File: src/rtl/maniac_pkg.sv
// Shared definitions for the maniac GPIO block: register map and debounce counter sizing.
package maniac_pkg;

  typedef logic [2:0] reg_addr_t;

  localparam reg_addr_t ADDR_IN     = 3'd0;
  localparam reg_addr_t ADDR_OUT_LO = 3'd1;
  localparam reg_addr_t ADDR_OUT_HI = 3'd2;
  localparam reg_addr_t ADDR_EDGE   = 3'd3;
  localparam reg_addr_t ADDR_IE     = 3'd4;

  // Counter must hold values up to cycles-1.
  function automatic int deb_cnt_w(input int cycles);
    return (cycles > 2) ? $clog2(cycles) : 1;
  endfunction

endpackage

File: src/rtl/maniac_debounce.sv
// One switch channel: 2-flop synchroniser followed by a stability counter.
// rise pulses in the cycle whose clock edge moves the debounced value 0->1.
module maniac_debounce
  import maniac_pkg::*;
#(
  parameter int DEB_CYCLES = 16
) (
  input  logic clk_32,
  input  logic rst_n,
  input  logic sw_in,
  output logic deb,
  output logic rise
);
  localparam int CNT_W = deb_cnt_w(DEB_CYCLES);
  localparam logic [CNT_W-1:0] CNT_LAST = CNT_W'(DEB_CYCLES - 1);

  logic [1:0]       sync_reg;
  logic [CNT_W-1:0] cnt_reg, cnt_next;
  logic             deb_reg, deb_next;

  always_comb begin
    cnt_next = cnt_reg;
    deb_next = deb_reg;
    if (sync_reg[1] == deb_reg) begin
      cnt_next = '0;
    end else if (cnt_reg == CNT_LAST) begin
      deb_next = sync_reg[1];
      cnt_next = '0;
    end else begin
      cnt_next = cnt_reg + 1'b1;
    end
  end

  always_ff @(posedge clk_32) begin
    if (!rst_n) begin
      sync_reg <= '0;
      cnt_reg  <= '0;
      deb_reg  <= 1'b0;
    end else begin
      sync_reg <= {sync_reg[0], sw_in};
      cnt_reg  <= cnt_next;
      deb_reg  <= deb_next;
    end
  end

  assign deb  = deb_reg;
  assign rise = deb_next & ~deb_reg;

endmodule

File: src/rtl/maniac_gpio.sv
// GPIO block: debounced switch inputs with rising-edge status and level IRQ,
// plus a byte-addressed register file driving a parallel output port.
module maniac_gpio
  import maniac_pkg::*;
#(
  parameter int IN_W       = 3,
  parameter int OUT_W      = 12,
  parameter int DEB_CYCLES = 16
) (
  input  logic             clk_32,
  input  logic             rst_n,
  input  logic [IN_W-1:0]  sw_in,
  input  logic [2:0]       addr,
  input  logic             we,
  input  logic             re,
  input  logic [7:0]       wdata,
  output logic [7:0]       rdata,
  output logic             rvalid,
  output logic [OUT_W-1:0] port_out,
  output logic             irq
);
  logic [IN_W-1:0]  deb_vec, rise_vec;
  logic [IN_W-1:0]  edge_reg, edge_next, edge_clr;
  logic [IN_W-1:0]  ie_reg, ie_next;
  logic [OUT_W-1:0] port_reg, port_next;
  logic [15:0]      port_cur;
  logic [7:0]       rdata_reg, rd_mux;
  logic             rvalid_reg, irq_reg;

  genvar gi;
  generate
    for (gi = 0; gi < IN_W; gi++) begin : g_chan
      maniac_debounce #(.DEB_CYCLES(DEB_CYCLES)) u_debounce (
        .clk_32 (clk_32),
        .rst_n  (rst_n),
        .sw_in  (sw_in[gi]),
        .deb    (deb_vec[gi]),
        .rise   (rise_vec[gi])
      );
    end

    // Each port bit belongs to the low or high byte register.
    for (gi = 0; gi < OUT_W; gi++) begin : g_port
      localparam reg_addr_t BYTE_ADDR = (gi < 8) ? ADDR_OUT_LO : ADDR_OUT_HI;
      assign port_next[gi] = (we && addr == BYTE_ADDR) ? wdata[gi % 8] : port_reg[gi];
    end
  endgenerate

  assign port_cur = 16'(port_reg);
  assign edge_clr = (we && addr == ADDR_EDGE) ? wdata[IN_W-1:0] : '0;
  // Set is applied after clear so a simultaneous rising edge survives the W1C.
  assign edge_next = (edge_reg & ~edge_clr) | rise_vec;
  assign ie_next   = (we && addr == ADDR_IE) ? wdata[IN_W-1:0] : ie_reg;

  // Reads see pre-write state, so a combined read/write returns the old value.
  always_comb begin
    rd_mux = 8'h00;
    case (addr)
      ADDR_IN:     rd_mux = 8'(deb_vec);
      ADDR_OUT_LO: rd_mux = port_cur[7:0];
      ADDR_OUT_HI: rd_mux = port_cur[15:8];
      ADDR_EDGE:   rd_mux = 8'(edge_reg);
      ADDR_IE:     rd_mux = 8'(ie_reg);
      default:     rd_mux = 8'h00;
    endcase
  end

  always_ff @(posedge clk_32) begin
    if (!rst_n) begin
      edge_reg   <= '0;
      ie_reg     <= '0;
      port_reg   <= '0;
      rdata_reg  <= '0;
      rvalid_reg <= 1'b0;
      irq_reg    <= 1'b0;
    end else begin
      edge_reg   <= edge_next;
      ie_reg     <= ie_next;
      port_reg   <= port_next;
      rvalid_reg <= re;
      irq_reg    <= |(edge_reg & ie_reg);
      if (re) begin
        rdata_reg <= rd_mux;
      end
    end
  end

  assign rdata    = rdata_reg;
  assign rvalid   = rvalid_reg;
  assign port_out = port_reg;
  assign irq      = irq_reg;

endmodule
File: config.mk
export PLATFORM = sky130hd
export DESIGN_NAME = maniac_gpio
export DESIGN_NICKNAME = d
export VERILOG_FILES = /design/src/rtl/maniac_pkg.sv /design/src/rtl/maniac_debounce.sv /design/src/rtl/maniac_gpio.sv
export SDC_FILE = /design/constraint.sdc
export NUM_CORES = 1
export LEC_CHECK = 0
export ABC_AREA = 0
export BUFFER_PORTS_ARGS = -buffer_cell sky130_fd_sc_hd__buf_2
export CORE_MARGIN = 2
export CORE_UTILIZATION = 45
export DETAILED_ROUTE_END_ITERATION = 16
export GPL_ROUTABILITY_DRIVEN = 0
export HOLD_SLACK_MARGIN = 0.03
export PLACE_DENSITY = 0.65
export SLEW_MARGIN = 20
export SYNTH_ARGS = -nofsm -noshare
export SYNTH_HDL_FRONTEND = slang
export SYNTH_SLANG_ARGS = --single-unit
File: constraint.sdc
create_clock -name clk_32 -period 1.3 [get_ports clk_32]
set_input_delay 0.065 -clock clk_32 [delete_from_list [all_inputs] [get_ports clk_32]]
set_output_delay 0.065 -clock clk_32 [all_outputs]
set_load 0.01 [all_outputs]
## Word-level counts from Yosys, hierarchy flattened

Index checks and enable logic that the tools add are counted.

- Register bits after elaboration: 49
- Input bits: 18
- Output and inout port bits: 22
- Word-level logic and storage cells: 57

- Add/subtract/negate cells: 3
- Equality and inequality tests: 10
- Mux-type cells: 8
- Bitwise logic cells: 11
- Reductions and logical operators: 9

Operators with widths:

| operator | number |
|---|---|
| $pmux W8 S5 | 1 |
| $add A4 B1 Y4 const B | 3 |
| $eq A4 B4 Y1 const B | 3 |
| $reduce_or A3 Y1 | 4 |
| $and A3 B3 Y3 | 2 |
| $eq A3 B2 Y1 const B | 2 |
| $mux W1 | 6 |
| $logic_and A1 B1 Y1 | 4 |
| $not A1 Y1 | 4 |
| $and A1 B1 Y1 | 3 |
| $eq A1 B1 Y1 | 3 |
| $eq A3 B1 Y1 const B | 1 |
| $eq A3 B3 Y1 const B | 1 |
| $logic_not A3 Y1 | 1 |
| $mux W3 | 1 |
| $not A3 Y3 | 1 |
| $or A3 B3 Y3 | 1 |

## Depth between registers and ports, before layout

- Word-level depth: 6
- Mapped depth: 5

## Modules after synthesis

A second synthesis with hierarchy kept.

- Cell total of the unflattened synthesis: 195
- Area total of the unflattened synthesis: 2,026.9 um^2

Modules (own cells, without submodules):

| module | instances | cells each | area each (um^2) |
|---|---|---|---|
| maniac_gpio | 1 | 123 | 1,268.7 |
| maniac_debounce | 3 | 24 | 252.7 |

## Worst setup path before layout

No wires, ideal clock.

- Path type: register -> register
- Start point: register port_reg[2] (netlist: port_out[2])
- End point: register rdata_reg[2] (netlist: rdata[2])
- Arrival time: 962 ps
- Setup slack: 209 ps
- Cell stages (with the launch flop): 4
- Path buffers: 0
- Period minus slack after synthesis: 1,091 ps
- Path through: dfxtp_1 mux4_1 nand2b_1 a311oi_1

- Cells in the longest elaborated chain, start to end: 1

Ends and longest elaborated chain:

| what | line | source |
|---|---|---|
| start: declaration | maniac_gpio.sv:25 | `logic [OUT_W-1:0] port_reg, port_next;` |
| start signal: assignment | maniac_gpio.sv:79 | `port_reg <= port_next;` |
| $pmux W8 S5 | maniac_gpio.sv:58 | `case (addr)` |
| end signal: assignment | maniac_gpio.sv:83 | `rdata_reg <= rd_mux;` |
| end: declaration | maniac_gpio.sv:27 | `logic [7:0] rdata_reg, rd_mux;` |

No other way between the ends.
A chain may end at the register's enable or synchronous reset.

## Final worst setup path

- Start point: register g_chan[1].u_debounce.cnt_reg[0]
- End point: register edge_reg[1]

- Cells in the longest elaborated chain, start to end: 5

Ends and longest elaborated chain:

| what | line | source |
|---|---|---|
| start: declaration | maniac_debounce.sv:18 | `logic [CNT_W-1:0] cnt_reg, cnt_next;` |
| start signal: assignment | maniac_debounce.sv:41 | `cnt_reg <= cnt_next;` |
| $eq A4 B4 Y1 | maniac_debounce.sv:26 | `end else if (cnt_reg == CNT_LAST) begin` |
| $mux W1 | maniac_debounce.sv:26 |  |
| $mux W1 | maniac_debounce.sv:24 | `if (sync_reg[1] == deb_reg) begin` |
| $and A1 B1 Y1 | maniac_debounce.sv:47 | `assign rise = deb_next & ~deb_reg;` |
| $or A3 B3 Y3 | maniac_gpio.sv:52 | `assign edge_next = (edge_reg & ~edge_clr) \| rise_vec;` |
| end signal: assignment | maniac_gpio.sv:77 | `edge_reg <= edge_next;` |
| end: declaration | maniac_gpio.sv:23 | `logic [IN_W-1:0] edge_reg, edge_next, edge_clr;` |

No other way between the ends.

==> flow_summary.yaml <==
clock_network:
  ctsHtreeMaxLevel: 2
  cts_buffers: 5
  clkTransAtPathRegs_ns: 0.09
  cts_tree: "yes"
  clock_latency_ns: 0.30
  cts_max_path_buffers: 2
  cts_root_buffer: "clkbuf_8"
  clkSinkCount: 49
  post_cts_buffers: 0
run_status:
  outcome: "finished, final reports clean"
synthesis:
  synth.distinct_cells: 38
  syn-num-nets: 222
  synth-main-ff-cell: "dfxtp_1"
  synth_edf_count: 0
  yosysMostFrequentCell: "dfxtp_1"
  synth_top_area_cell: "dfxtp_1"
  async_flop_share: 0
  syn_inst: 201
  synth_seq_cells: 49
  netlist_top_cells_area: "dfxtp_1, mux2i_1, nor2b_1"
  yosysTopAreaCellShare: 0.4717
  syn_area_um2: 2079
  yosysSeqAreaShare: 0.4717
  synth.avg_cell_area_um2: 10.35
  synth_common_cells: "dfxtp_1, nor2b_1, mux2i_1"
  yosysWarnings: 0
place:
  dp_hpwl_mm: 2.787
  post_dp_cell_area_um2: 2283
  dp_slack_ns: 0.1073
  port_buffers: 39
routing:
  first_pass_iters: 4
  avgViaCountPerCell: 5.010
  wl_met1_mm: 1.928
  wl_per_cell_um: 12.96
  ant_nets: 0
  wl_met3_um: 160
  top_layer: "met4"
  routed_wl_mm: 3.888
  drt_iter0_markers: 67
  drcViolationCount: 0
  dr_wl_met2_mm: 1.759
  num_vias: 1503
die:
  initial_core_util: 0.4711
  core_area_um2: 4414
  die_area_um2: 5181
  std_cell_rows: 24
  io-pin-count: 40
  die_x_um: 71.98
  die_h_um: 71.98
global_routing:
  grt_max_degree: 31
  grt_pass1_vias: 1371
  grt_first_pass_wirelength_mm: 6.499
  antenna_found_initial: 0
  grt-ovfl-total: 0
  grt_usage: 0.1612
sta:
  slew_violations: 0
  fin_tns_setup_ns: 0
  setup_viol: 0
  fmax_mhz: 878.7
  finalCriticalPeriod_ns: 1.138
  hold_violations: 0
  worstMarginPinSlew_ns: 0.3565
  relSlewSlack: 0.7562
  clock_skew_ns: 0.004682
  setup_ws_ns: 0.1620
  period_share: 0.8754
  rsz0062_at_grt: "false"
worst_setup_path:
  r2r_start: "g_chan[1].u_debounce.cnt_reg[0]"
  cp.required_ns: 1.49
  crit_path_end: "edge_reg[1]"
  rr_worst_depth: 4
  startpoint: "g_chan[1].u_debounce.cnt_reg[0]"
  r2r_end: "edge_reg[1]"
  crit_path_start_kind: "flop"
  crit_path_end_kind: "flop"
  arrival_ns: 1.33
  critPathKind: "reg2reg"
  rrSetupSlack_ns: 0.16
  path_max_fanout: 3
cells_and_area:
  area_delta_synth_final_pct: 17.33
  regArea_um2: 980.9
  n_fill_cell: 385
  fin_util: 0.5527
  final_cell_area_um2: 2440
  num-nets-final: 268
  n_antenna_cell: 0
  multi_input_area_um2: 993.5
  drive_gt1_frac: 0.2218
pwr:
  switching_share: 0.2340
  p_int_mw: 1.998
  pwr_density_cell_nw_per_um2: 1069
  power.net_switching_mw: 0.6106
  combPwrFrac: 0.076
  finalPower_mw: 2.609
  ir_worst_vdd_uv: 707.8
  clkPwrFrac: 0.333
  p_leak_nw: 1.039
  pwr-share-seq: 0.591
min_path:
  hold_class: "in2reg"
flow_run:
  maxCapViolations: 0
-- placed cells by master, fill, tap and decap left out --
master,n
buf_2,39
a211o_1,1
and4bb_2,4
o41ai_1,1
clkbuf_8,5
nand3_1,10
nand2_1,3
and4b_1,1
mux2i_1,20
a21oi_1,5
ha_1,3
buf_4,4
inv_1,5
or3_1,1
a222oi_1,1
a2111oi_0,1
and4bb_1,1
o21ai_0,2
nor2b_1,28
a31oi_1,1
xnor2_1,1
nand2b_1,4
a311oi_1,2
a21boi_1,1
nand3b_1,5
a21o_1,1
nor2_1,14
and2_1,6
o21a_1,3
clkinvlp_4,1
dlygate4sd3_1,7
dfxtp_1,49
a211oi_1,1
xor2_1,8
mux4_1,1
nor3b_1,2
and3_1,2
clkinv_2,2
a21boi_0,2
-- through the flow --
step	hold WS, ns	cells
after global routing	0.05689	300
after CTS	0.03412	300
final	0.03665	300
after floorplan	0.1923	201
after global placement	0.2702	285
after detailed placement	0.2748	285
-- how the worst min path moves through the flow --
stage / startpoint / endpoint / slack (ns) / cells past startpoint
2_1_floorplan: sw_in[0] / g_chan[0].u_debounce.sync_reg[0] / 0.19 / 1
3_3_place_gp: sw_in[1] / g_chan[1].u_debounce.sync_reg[0] / 0.27 / 2
3_5_place_dp: sw_in[1] / g_chan[1].u_debounce.sync_reg[0] / 0.27 / 2
4_1_cts: wdata[3] / port_out[11] / 0.03 / 3
5_1_grt: wdata[3] / port_out[3] / 0.06 / 3
6_report: wdata[3] / port_out[11] / 0.04 / 3
-- power by group through the flow --
stage / combinational, mW / sequential (mW) / clock (mW)
floorplan: 0.117 / 1.58 / 0
global placement: 0.183 / 1.58 / 0
detailed placement: 0.184 / 1.58 / 0
CTS: 0.200 / 1.54 / 0.903
global route: 0.220 / 1.55 / 0.968
finish: 0.199 / 1.54 / 0.869
-- final cells by class --
type,instances,share of cell area
Tap cell,52,0.02667
Inverter,5,0.007692
Clock inverter,3,0.007179
Multi-Input combinational cell,136,0.4072
Timing Repair Buffer,50,0.1210
Sequential cell,49,0.4021
Clock buffer,5,0.02821
-- cell families after synthesis --
group / after synthesis / share of synthesized area
fa+ha+maj: 3 / 0.01805
buf+inv: 16 / 0.05054
mux: 21 / 0.1089
xor+xnor: 9 / 0.03791
flops: 49 / 0.4717
compound gates: 22 / 0.07461
simple gates: 81 / 0.2383
-- worst max-delay path, stage by stage (launching register included) --
cell and delay, ns:
dfxtp_1 0.33, ha_1 0.22, nand3_1 0.12, mux2i_1 0.24, o21ai_0 0.11
-- what timing repair did --
item	CTS	global route
gates resized for setup	0	0
endpoints found under the hold margin	7	0
hold buffers	7	0
endpoints found under the setup margin	0	0
-- per-layer routing --
| metal | vias to the layer above | track usage |
|---|---|---|
| met5 | - | 0 |
| met4 | 0 | 0.04403 |
| met3 | 6 | 0.05139 |
| met2 | 29 | 0.2418 |
| met1 | 681 | 0.2248 |
| li1 | 787 | - |
(Power assumes the default switching activity.)
